### src/rtl/vga_pkg.sv
// Shared VGA timing constants, board token encoding and grid type.
// Used by the video driver, the screen drawer and the frame decoder.
package vga_pkg;

  localparam int H_TOTAL  = 800;
  localparam int V_TOTAL  = 525;
  localparam int H_ACTIVE = 640;
  localparam int V_ACTIVE = 480;
  localparam int ROWS     = 6;
  localparam int COLS     = 7;
  localparam int TILE_X0  = 40;
  localparam int TILE_Y0  = 0;
  localparam int TILE_W   = 80;
  localparam int LOCK_FRM = 2;

  typedef enum logic [1:0] {
    EMPTY = 2'd0,
    P1    = 2'd1,
    P2    = 2'd2
  } token_t;

  typedef logic [0:ROWS-1][0:COLS-1][1:0] tile_grid_t;

  typedef enum logic [1:0] {
    HUNT,
    ACQ,
    LOCKED
  } sync_state_t;

  // Only the channel MSBs matter: red -> P1, yellow -> P2.
  function automatic token_t classify(
    input logic [7:0] r,
    input logic [7:0] g,
    input logic [7:0] b
  );
    logic rh, gh, bh;
    rh = (r >= 8'h80);
    gh = (g >= 8'h80);
    bh = (b >= 8'h80);
    classify = EMPTY;
    if (rh && !bh)
      classify = gh ? P2 : P1;
  endfunction

endpackage

### src/rtl/vga_sync_checker.sv
// Sync edge detection, line/frame length checks and the lock FSM.
// Publishes a frame_ok strobe on every clean frame end while locked.
module vga_sync_checker
  import vga_pkg::*;
#(
  parameter int H_TOTAL  = vga_pkg::H_TOTAL,
  parameter int V_TOTAL  = vga_pkg::V_TOTAL,
  parameter int LOCK_FRM = vga_pkg::LOCK_FRM
) (
  input  logic clk,
  input  logic reset,
  input  logic vga_hs,
  input  logic vga_vs,
  output logic vs_fall,
  output logic h_err,
  output logic v_err,
  output logic locked,
  output logic frame_ok
);

  sync_state_t state, state_n;

  logic        prev_hs, prev_vs;
  logic        hs_fall;
  logic [9:0]  h_cnt, v_cnt;
  logic        h_armed;
  logic        dirty;
  logic [3:0]  clean_cnt;
  logic        h_bad, v_bad, clean;

  assign hs_fall = prev_hs & ~vga_hs;
  assign vs_fall = prev_vs & ~vga_vs;

  // A coincident hs_fall closes the last line of the frame.
  always_comb begin
    h_bad = hs_fall & h_armed & (state != HUNT) &
            (({1'b0, h_cnt} + 11'd1) != 11'(H_TOTAL));
    v_bad = vs_fall & (state != HUNT) &
            (({1'b0, v_cnt} + {10'd0, hs_fall}) != 11'(V_TOTAL));
    clean = ~dirty & ~h_bad & ~v_bad;
  end

  always_ff @(posedge clk) begin
    if (reset) begin
      prev_hs <= 1'b1;
      prev_vs <= 1'b1;
      h_cnt   <= '0;
      v_cnt   <= '0;
      h_armed <= 1'b0;
      dirty   <= 1'b0;
      h_err   <= 1'b0;
      v_err   <= 1'b0;
    end else begin
      prev_hs <= vga_hs;
      prev_vs <= vga_vs;
      h_cnt   <= hs_fall ? '0
               : h_cnt + {9'd0, h_cnt != 10'h3ff};
      if (vs_fall)
        v_cnt <= '0;
      else if (hs_fall && v_cnt != 10'h3ff)
        v_cnt <= v_cnt + 10'd1;
      if (hs_fall && state != HUNT)
        h_armed <= 1'b1;
      if (vs_fall)
        dirty <= 1'b0;
      else if (h_bad)
        dirty <= 1'b1;
      h_err <= h_bad;
      v_err <= v_bad;
    end
  end

  // The acquiring vs edge counts as the first boundary of a clean run.
  always_ff @(posedge clk) begin
    if (reset) begin
      clean_cnt <= '0;
    end else begin
      unique case (state)
        HUNT:
          if (vs_fall) clean_cnt <= 4'd1;
        ACQ:
          if (vs_fall) clean_cnt <= clean ? clean_cnt + 4'd1 : '0;
        default:
          clean_cnt <= '0;
      endcase
    end
  end

  always_ff @(posedge clk) begin
    if (reset)
      state <= HUNT;
    else
      state <= state_n;
  end

  always_comb begin
    state_n = state;
    unique case (state)
      HUNT:
        if (vs_fall) state_n = ACQ;
      ACQ:
        if (vs_fall && clean &&
            ({1'b0, clean_cnt} + 5'd1) >= 5'(LOCK_FRM))
          state_n = LOCKED;
      LOCKED:
        if (h_bad || v_bad) state_n = ACQ;
      default:
        state_n = HUNT;
    endcase
  end

  always_comb begin
    locked   = (state == LOCKED);
    frame_ok = vs_fall & (state == LOCKED) & clean;
  end

endmodule

### src/rtl/vga_frame_decoder.sv
// VGA receive side: recovers x/y, samples tile centres and rebuilds
// the token grid, publishing it on clean frame ends once locked.
module vga_frame_decoder
  import vga_pkg::*;
#(
  parameter int H_TOTAL  = vga_pkg::H_TOTAL,
  parameter int V_TOTAL  = vga_pkg::V_TOTAL,
  parameter int TILE_X0  = vga_pkg::TILE_X0,
  parameter int TILE_Y0  = vga_pkg::TILE_Y0,
  parameter int TILE_W   = vga_pkg::TILE_W,
  parameter int LOCK_FRM = vga_pkg::LOCK_FRM
) (
  input  logic       clk,
  input  logic       reset,
  input  logic       vga_hs,
  input  logic       vga_vs,
  input  logic       vga_blank_n,
  input  logic [7:0] vga_r,
  input  logic [7:0] vga_g,
  input  logic [7:0] vga_b,
  output logic [9:0] x,
  output logic [9:0] y,
  output logic       locked,
  output tile_grid_t tiles,
  output logic       tiles_valid,
  output logic       h_err,
  output logic       v_err
);

  logic       vs_fall;
  logic       frame_ok;
  logic [9:0] x_cnt, y_cnt;
  logic       prev_blank;
  tile_grid_t shadow;

  vga_sync_checker #(
    .H_TOTAL  (H_TOTAL),
    .V_TOTAL  (V_TOTAL),
    .LOCK_FRM (LOCK_FRM)
  ) u_sync (
    .clk      (clk),
    .reset    (reset),
    .vga_hs   (vga_hs),
    .vga_vs   (vga_vs),
    .vs_fall  (vs_fall),
    .h_err    (h_err),
    .v_err    (v_err),
    .locked   (locked),
    .frame_ok (frame_ok)
  );

  assign x = vga_blank_n ? x_cnt : '0;
  assign y = y_cnt;

  // y counts completed active lines since the last vertical sync.
  always_ff @(posedge clk) begin
    if (reset) begin
      x_cnt      <= '0;
      y_cnt      <= '0;
      prev_blank <= 1'b0;
    end else begin
      prev_blank <= vga_blank_n;
      x_cnt      <= vga_blank_n ? x_cnt + 10'd1 : '0;
      if (vs_fall)
        y_cnt <= '0;
      else if (prev_blank && !vga_blank_n)
        y_cnt <= y_cnt + 10'd1;
    end
  end

  always_ff @(posedge clk) begin
    if (reset) begin
      shadow <= '0;
    end else if (vga_blank_n) begin
      for (int r = 0; r < ROWS; r++) begin
        for (int c = 0; c < COLS; c++) begin
          if (x_cnt == 10'(TILE_X0 + c*TILE_W + TILE_W/2) &&
              y_cnt == 10'(TILE_Y0 + r*TILE_W + TILE_W/2))
            shadow[r][c] <= classify(vga_r, vga_g, vga_b);
        end
      end
    end
  end

  always_ff @(posedge clk) begin
    if (reset) begin
      tiles       <= '0;
      tiles_valid <= 1'b0;
    end else begin
      tiles_valid <= frame_ok;
      if (frame_ok)
        tiles <= shadow;
    end
  end

endmodule

### config.mk
export PLATFORM = sky130hd
export DESIGN_NAME = vga_frame_decoder
export DESIGN_NICKNAME = d
export VERILOG_FILES = /design/src/rtl/vga_pkg.sv /design/src/rtl/vga_sync_checker.sv /design/src/rtl/vga_frame_decoder.sv
export SDC_FILE = /design/constraint.sdc
export NUM_CORES = 1
export LEC_CHECK = 0
export ABC_AREA = 0
export BUFFER_PORTS_ARGS = -buffer_cell sky130_fd_sc_hd__buf_4
export CAP_MARGIN = 20
export CORE_MARGIN = 2
export CORE_UTILIZATION = 57
export CTS_CLUSTER_DIAMETER = 200
export DETAILED_ROUTE_END_ITERATION = 7
export PLACE_DENSITY = 0.85
export RECOVER_POWER = 50
export SLEW_MARGIN = 25
export SYNTH_ARGS = -nofsm -noshare
export SYNTH_HDL_FRONTEND = slang
export SYNTH_SLANG_ARGS = --single-unit
### constraint.sdc
create_clock -name clk -period 3.45 [get_ports clk]
set_input_delay 0.69 -clock clk [delete_from_list [all_inputs] [get_ports clk]]
set_output_delay 0.69 -clock clk [all_outputs]
set_load 0.01 [all_outputs]
## After elaboration in Yosys (flattened, before gate mapping)

Index checks and enable logic that the tools add are counted.

| word-level totals | value |
|---|---|
| bits of input ports | 29 |
| bits in registers | 222 |

| cells by class | value |
|---|---|
| equality and inequality tests | 23 |
| muxes and demuxes | 11 |
| magnitude comparators | 4 |
| bitwise logic cells | 17 |
| add/sub/neg operators | 8 |
| reduce and logical (&&, ||, !) cells | 100 |

Operators with widths:

| operator | number |
|---|---|
| $reduce_and A2 Y1 | 43 |
| $eq A10 B9 Y1 const B | 6 |
| $logic_and A1 B1 Y1 | 48 |
| $add A10 B1 Y10 const B | 3 |
| $eq A10 B8 Y1 const B | 3 |
| $ge A8 B8 Y1 const B | 3 |
| $ne A11 B10 Y1 const B | 2 |
| $eq A10 B7 Y1 const B | 2 |
| $ne A10 B10 Y1 const B | 2 |
| $mux W4 | 3 |
| $add A10 B1 Y11 | 1 |
| $add A10 B1 Y11 const B | 1 |
| $and A1 B1 Y1 | 11 |
| $add A10 B1 Y10 | 1 |
| $eq A10 B10 Y1 const B | 1 |
| $eq A10 B6 Y1 const B | 1 |
| $mux W10 | 1 |
| $mux W2 | 5 |
| $ne A2 B1 Y1 const B | 4 |
| $pmux W4 S2 | 1 |
| $not A1 Y1 | 6 |
| $pmux W2 S3 | 1 |
| $reduce_or A2 Y1 | 3 |
| $add A4 B1 Y5 const B | 1 |
| other kinds (9) | 10 |

## Logic depth before layout (Yosys ltp)

| logic depth | value |
|---|---|
| word-level depth | 12 |
| gate-level depth with buffers | 10 |

## Cells and area by module

Synthesis repeated with hierarchy kept, for this count alone.

| unflattened totals | value |
|---|---|
| cell total of the unflattened synthesis | 935 |
| area total of the unflattened synthesis | 9148.8 um^2 |

By module, submodules not included:

| module | area an instance (um^2) | instances | cells each | seq. area each (um^2) |
|---|---|---|---|---|
| vga_frame_decoder | 7571.0 | 1 | 753 | 3803.6 |
| vga_sync_checker | 1577.8 | 1 | 182 | 640.6 |

## Least setup slack after synthesis

OpenSTA, ideal clock, no wires.

| timing | value |
|---|---|
| kind | input-to-reg |
| start point | input port vga_hs |
| end point | register u_sync.clean_cnt[3] |
| library setup time | 0.070 ns |
| stages on the path | 8 |
| path slack | 0.675 ns |
| data arrival time | 2.705 ns |
| data required time | 3.380 ns |
| cells stage by stage | nor2b_1 -> ha_1 -> nand4_2 -> a2111oi_4 -> o211ai_2 -> nand4b_4 -> or4_1 -> a21oi_1 |

| between the ends | value |
|---|---|
| longest elaborated chain between the ends | 11 |

Ends and longest elaborated chain:

| what | RTL line | source |
|---|---|---|
| start: declaration | vga_frame_decoder.sv:15 | `input logic vga_hs,` |
| $not A1 Y1 * | vga_sync_checker.sv:31 | `assign hs_fall = prev_hs & ~vga_hs;` |
| $and A1 B1 Y1 * | vga_sync_checker.sv:31 |  |
| branches (longest 5 deep; another with $add A10 B1 Y11) | -- |  |
| $and A1 B1 Y1 * | vga_sync_checker.sv:40 | `clean = ~dirty & ~h_bad & ~v_bad;` |
| $mux W4 * (2 in a row) | vga_sync_checker.sv:82 | `if (vs_fall) clean_cnt <= clean ? clean_cnt + 4'd1 : '0;` |
| $pmux W4 S2 * | vga_sync_checker.sv:78 | `unique case (state)` |
| end signal: assignment | vga_sync_checker.sv:82 |  |
| end: declaration | vga_sync_checker.sv:28 | `logic [3:0] clean_cnt;` |

Every way passes the cells marked *. The select of a mux whose other input is x is not followed.
A chain may end at the register's enable or synchronous reset.

## Worst setup path in the final report

| timing | value |
|---|---|
| start point | register u_sync.prev_hs |
| end point | register tiles[19] in the netlist's numbering |

| between the ends | value |
|---|---|
| longest elaborated chain between the ends | 8 |

Ends and longest elaborated chain:

| what | RTL line | source |
|---|---|---|
| start: declaration | vga_sync_checker.sv:23 | `logic prev_hs, prev_vs;` |
| start signal: assignment | vga_sync_checker.sv:54 | `prev_hs <= vga_hs;` |
| $and A1 B1 Y1 * | vga_sync_checker.sv:31 |  |
| branches (longest 5 deep; another with $add A10 B1 Y11) | -- |  |
| $and A1 B1 Y1 * | vga_sync_checker.sv:40 |  |
| $and A1 B1 Y1 * | vga_sync_checker.sv:114 | `frame_ok = vs_fall & (state == LOCKED) & clean;` |
| end signal: assignment | vga_frame_decoder.sv:92 | `tiles <= shadow;` |
| end: declaration | vga_frame_decoder.sv:24 | `output tile_grid_t tiles,` |

Every way passes the cells marked *.

==> impl_metrics.tcl <==
set metrics [dict create \
    status "finished with violations" \
    violations "max-capacitance violations, max-slew violations" \
    hold_class "primary input to register" \
    detail_route.wl_per_cell_um 15.3 \
    cts.root.buffer_cell "sky130_fd_sc_hd__clkbuf_16" \
    detailedRoute.firstIterationViolations 495 \
    synthDominantCellAreaShare_pct 49.1 \
    cts_setup_buffers 0 \
    synthTopCellsByArea "sky130_fd_sc_hd__dfxtp_1 49%, sky130_fd_sc_hd__mux2i_1 14%, sky130_fd_sc_hd__nor2_1 7.5%, sky130_fd_sc_hd__nand2_1 3.7%, sky130_fd_sc_hd__nand3_1 3.1%" \
    timing.hold.ws_ns 0.388 \
    timing.slew.headroom_pct -24.3 \
    power.density_cell_area_nw_per_um2 485 \
    dieArea_um2 16900 \
    htreeDepth 1 \
    grt_start_max_net_pins 175 \
    cp_cell_sequence "nor2b_1, clkbuf_1, ha_1, xnor2_1, and3_2, nand3_1, nor4_4, buf_12, buf_12, mux2i_1, nor2_1" \
    synth.cell_area_um2 9060 \
    antenna_left 0 \
    grt_remaining_overflow 0 \
    async_reset_ff_share_pct 0 \
    min-delay-start "vga_hs" \
    number_of_antenna_violations_at_the_first_check_in_global_routing 0 \
    cts_max_path_buffers 3 \
    dp_hpwl_um 12900 \
    clk_lat_worst_skew_ns 0.51 \
    initial_core_util_pct 57.6 \
    die_y_um 130 \
    number_of_enable_flip_flop_cells_after_synthesis 0 \
    crit_slowest_cell "sky130_fd_sc_hd__nor4_4" \
    holdBufCountCts 0 \
    synth_sequential_area_ratio_pct 49.1 \
    n_antenna_cell 0 \
    fmax_mhz 366 \
    start_kind "register" \
    yosysWarnings 0 \
    globalRouteTotalUtil_pct 23.1 \
    tightestPinTransition_ns 1.86 \
    critical_path_class "register to register" \
    netlist.top_cell.by_area "sky130_fd_sc_hd__dfxtp_1" \
    ctsResizeCount 0 \
    rsz0062_at_grt "no" \
    critical_path_peak_fanout 25 \
    most-common-layout-cells "222 x sky130_fd_sc_hd__dfxtp_1, 180 x sky130_fd_sc_hd__nor2_1, 126 x sky130_fd_sc_hd__mux2i_1" \
    io_buffer_count 115 \
    finalWeightedCongestion 0.816 \
    hold_viol 0 \
    worst_ep_arrival_time_ns 3.05 \
    finalSetupTns_ns 0 \
    max-vdd-ir-drop_uv 344 \
    setup_viol 0 \
    final-max-slew-violation-count 175 \
    flow.area_growth_from_synthesis_pct 14.1 \
    cpMostUsedCell "sky130_fd_sc_hd__buf_12" \
    synthFlopType "sky130_fd_sc_hd__dfxtp_1" \
    io-pin-count 137 \
    timing.max_cap.violations 1 \
    core_um2 15700 \
    postLayoutCoreUtil_pct 65.8 \
    syn_avg_cell_area_um2 9.25 \
    first_global_vias 6491 \
    total_leakage_power_nw 3.60 \
    clock_skew_after_layout_ns 0.0124 \
    tritoncts "built" \
    min_period_over_period_pct 79.1 \
    crit_path_end_kind "register" \
    via_count 7004 \
    netlist_instances 979 \
    numCtsBuffers 23 \
    synth.ff_latch_count 222 \
    required_worst_endpoint_ns 3.77 \
    layout-drive-gt1-share_pct 7.10 \
    net_count_of_the_mapped_netlist 1019 \
    vias_per_cell 5.39 \
    setup.worst_path.start "u_sync.prev_hs$_SDFF_PP1_" \
    final_net_count 1108 \
    floorplan.rows 46 \
    clkSlewWorstSetupHoldPaths_ns 0.06 \
    detail_route.drc_violations 0 \
    netlist-cell-type-count 60 \
    mostFrequentLayoutCell "sky130_fd_sc_hd__dfxtp_1" \
    dieWidth_um 130 \
    wirelength_um 19800 \
    clock_sinks 222 \
    drt_first_pass_iters 5 \
    first_pass_grt_wire_length_um 31700 \
    worst_path_largest_cell_delay_ns 0.32 \
    layout_min_cycle_time_ns 2.73 \
    worstReg2RegStart "u_sync.prev_hs$_SDFF_PP1_" \
]
final cells by class:
type / instances / area, um^2
Tap cell: 216 / 270
Clock buffer: 33 / 663
Clock inverter: 8 / 48.8
Timing Repair Buffer: 127 / 608
Inverter: 14 / 52.6
Fill cell: 1362 / 5380
Multi-Input combinational cell: 680 / 4250
Sequential cell: 222 / 4440
worst max-delay path: cells and delay by family (launching register included):
family,cells,cell delay [ns]
AND/OR/NAND/NOR,5,0.93
adder cells (fa/ha/maj),1,0.23
XOR/XNOR,1,0.11
flip-flops,1,0.30
multiplexers,1,0.25
buffers and inverters,3,0.71
final timing paths:
check                                                   end  slack (ns)  cells past startpoint
worst min register to register  u_sync.h_armed$_SDFFE_PP0P_        0.45                      2
worst min-delay path              u_sync.prev_hs$_SDFF_PP1_        0.39                      2
worst max-delay path                 tiles[19]$_SDFFE_PP0P_        0.72                     11
worst max register to register       tiles[19]$_SDFFE_PP0P_        0.72                     11
stage by stage:
stage / power [mW] / instance area, um^2 / setup WS [ns] / std cells
final: 5.02 / 10300 / 0.721 / 1300
after global placement: 2.75 / 10000 / 0.468 / 1259
after CTS: 5.07 / 10700 / 0.798 / 1300
after detailed placement: 2.76 / 10000 / 0.370 / 1259
after global routing: 5.18 / 10300 / 0.549 / 1300
after floorplan: 2.72 / 9060 / 0.675 / 979
state kept, by name, indices dropped and copies added (netlist names):
name and flops:
u_sync.state 2, u_sync.clean_cnt 4, u_sync.h_err 1, prev_blank 1, u_sync.h_armed 1, tiles 84, u_sync.prev_hs 1, u_sync.h_cnt 10
u_sync.v_cnt 10, u_sync.v_err 1, tiles_valid 1, u_sync.dirty 1, shadow 84, u_sync.prev_vs 1, y 10, x_cnt 10
synthesized netlist by cell type (all sizes together), types with 4 or more instances:
| master | count |
|---|---|
| and3 | 8 |
| xor2 | 25 |
| and2 | 20 |
| nor3 | 10 |
| ha | 11 |
| inv | 14 |
| nor2b | 13 |
| clkbuf | 49 |
| nand2 | 90 |
| buf | 14 |
| o21ai | 10 |
| mux2i | 126 |
| nor4 | 4 |
| nand3 | 56 |
| a21oi | 49 |
| nand4 | 14 |
| nand4b | 5 |
| xnor2 | 11 |
| nand3b | 4 |
| nor2 | 180 |
| nand2b | 5 |
| dfxtp | 222 |
power by group:
part	internal (mW)	switching, mW
registers	2.57	0.00934
clock network	1.34	0.987
logic	0.0289	0.0835
total	3.94	1.08
layer usage:
| layer | wire length, um | global-route usage (%) |
|---|---|---|
| met1 | 9110 | 30.5 |
| met2 | 9600 | 39.1 |
| met3 | 804 | 3.49 |
| met4 | 334 | 7.08 |
| met5 | 0 | 0 |
logic make-up after synthesis:
logic type      synth area share, %
mux                            13.9
compound gates                 4.73
simple gates                   23.0
fa+ha+maj                      1.52
buf+inv                        4.16
flops                          49.1
xor+xnor                       3.56
(Power assumes the default switching activity.)
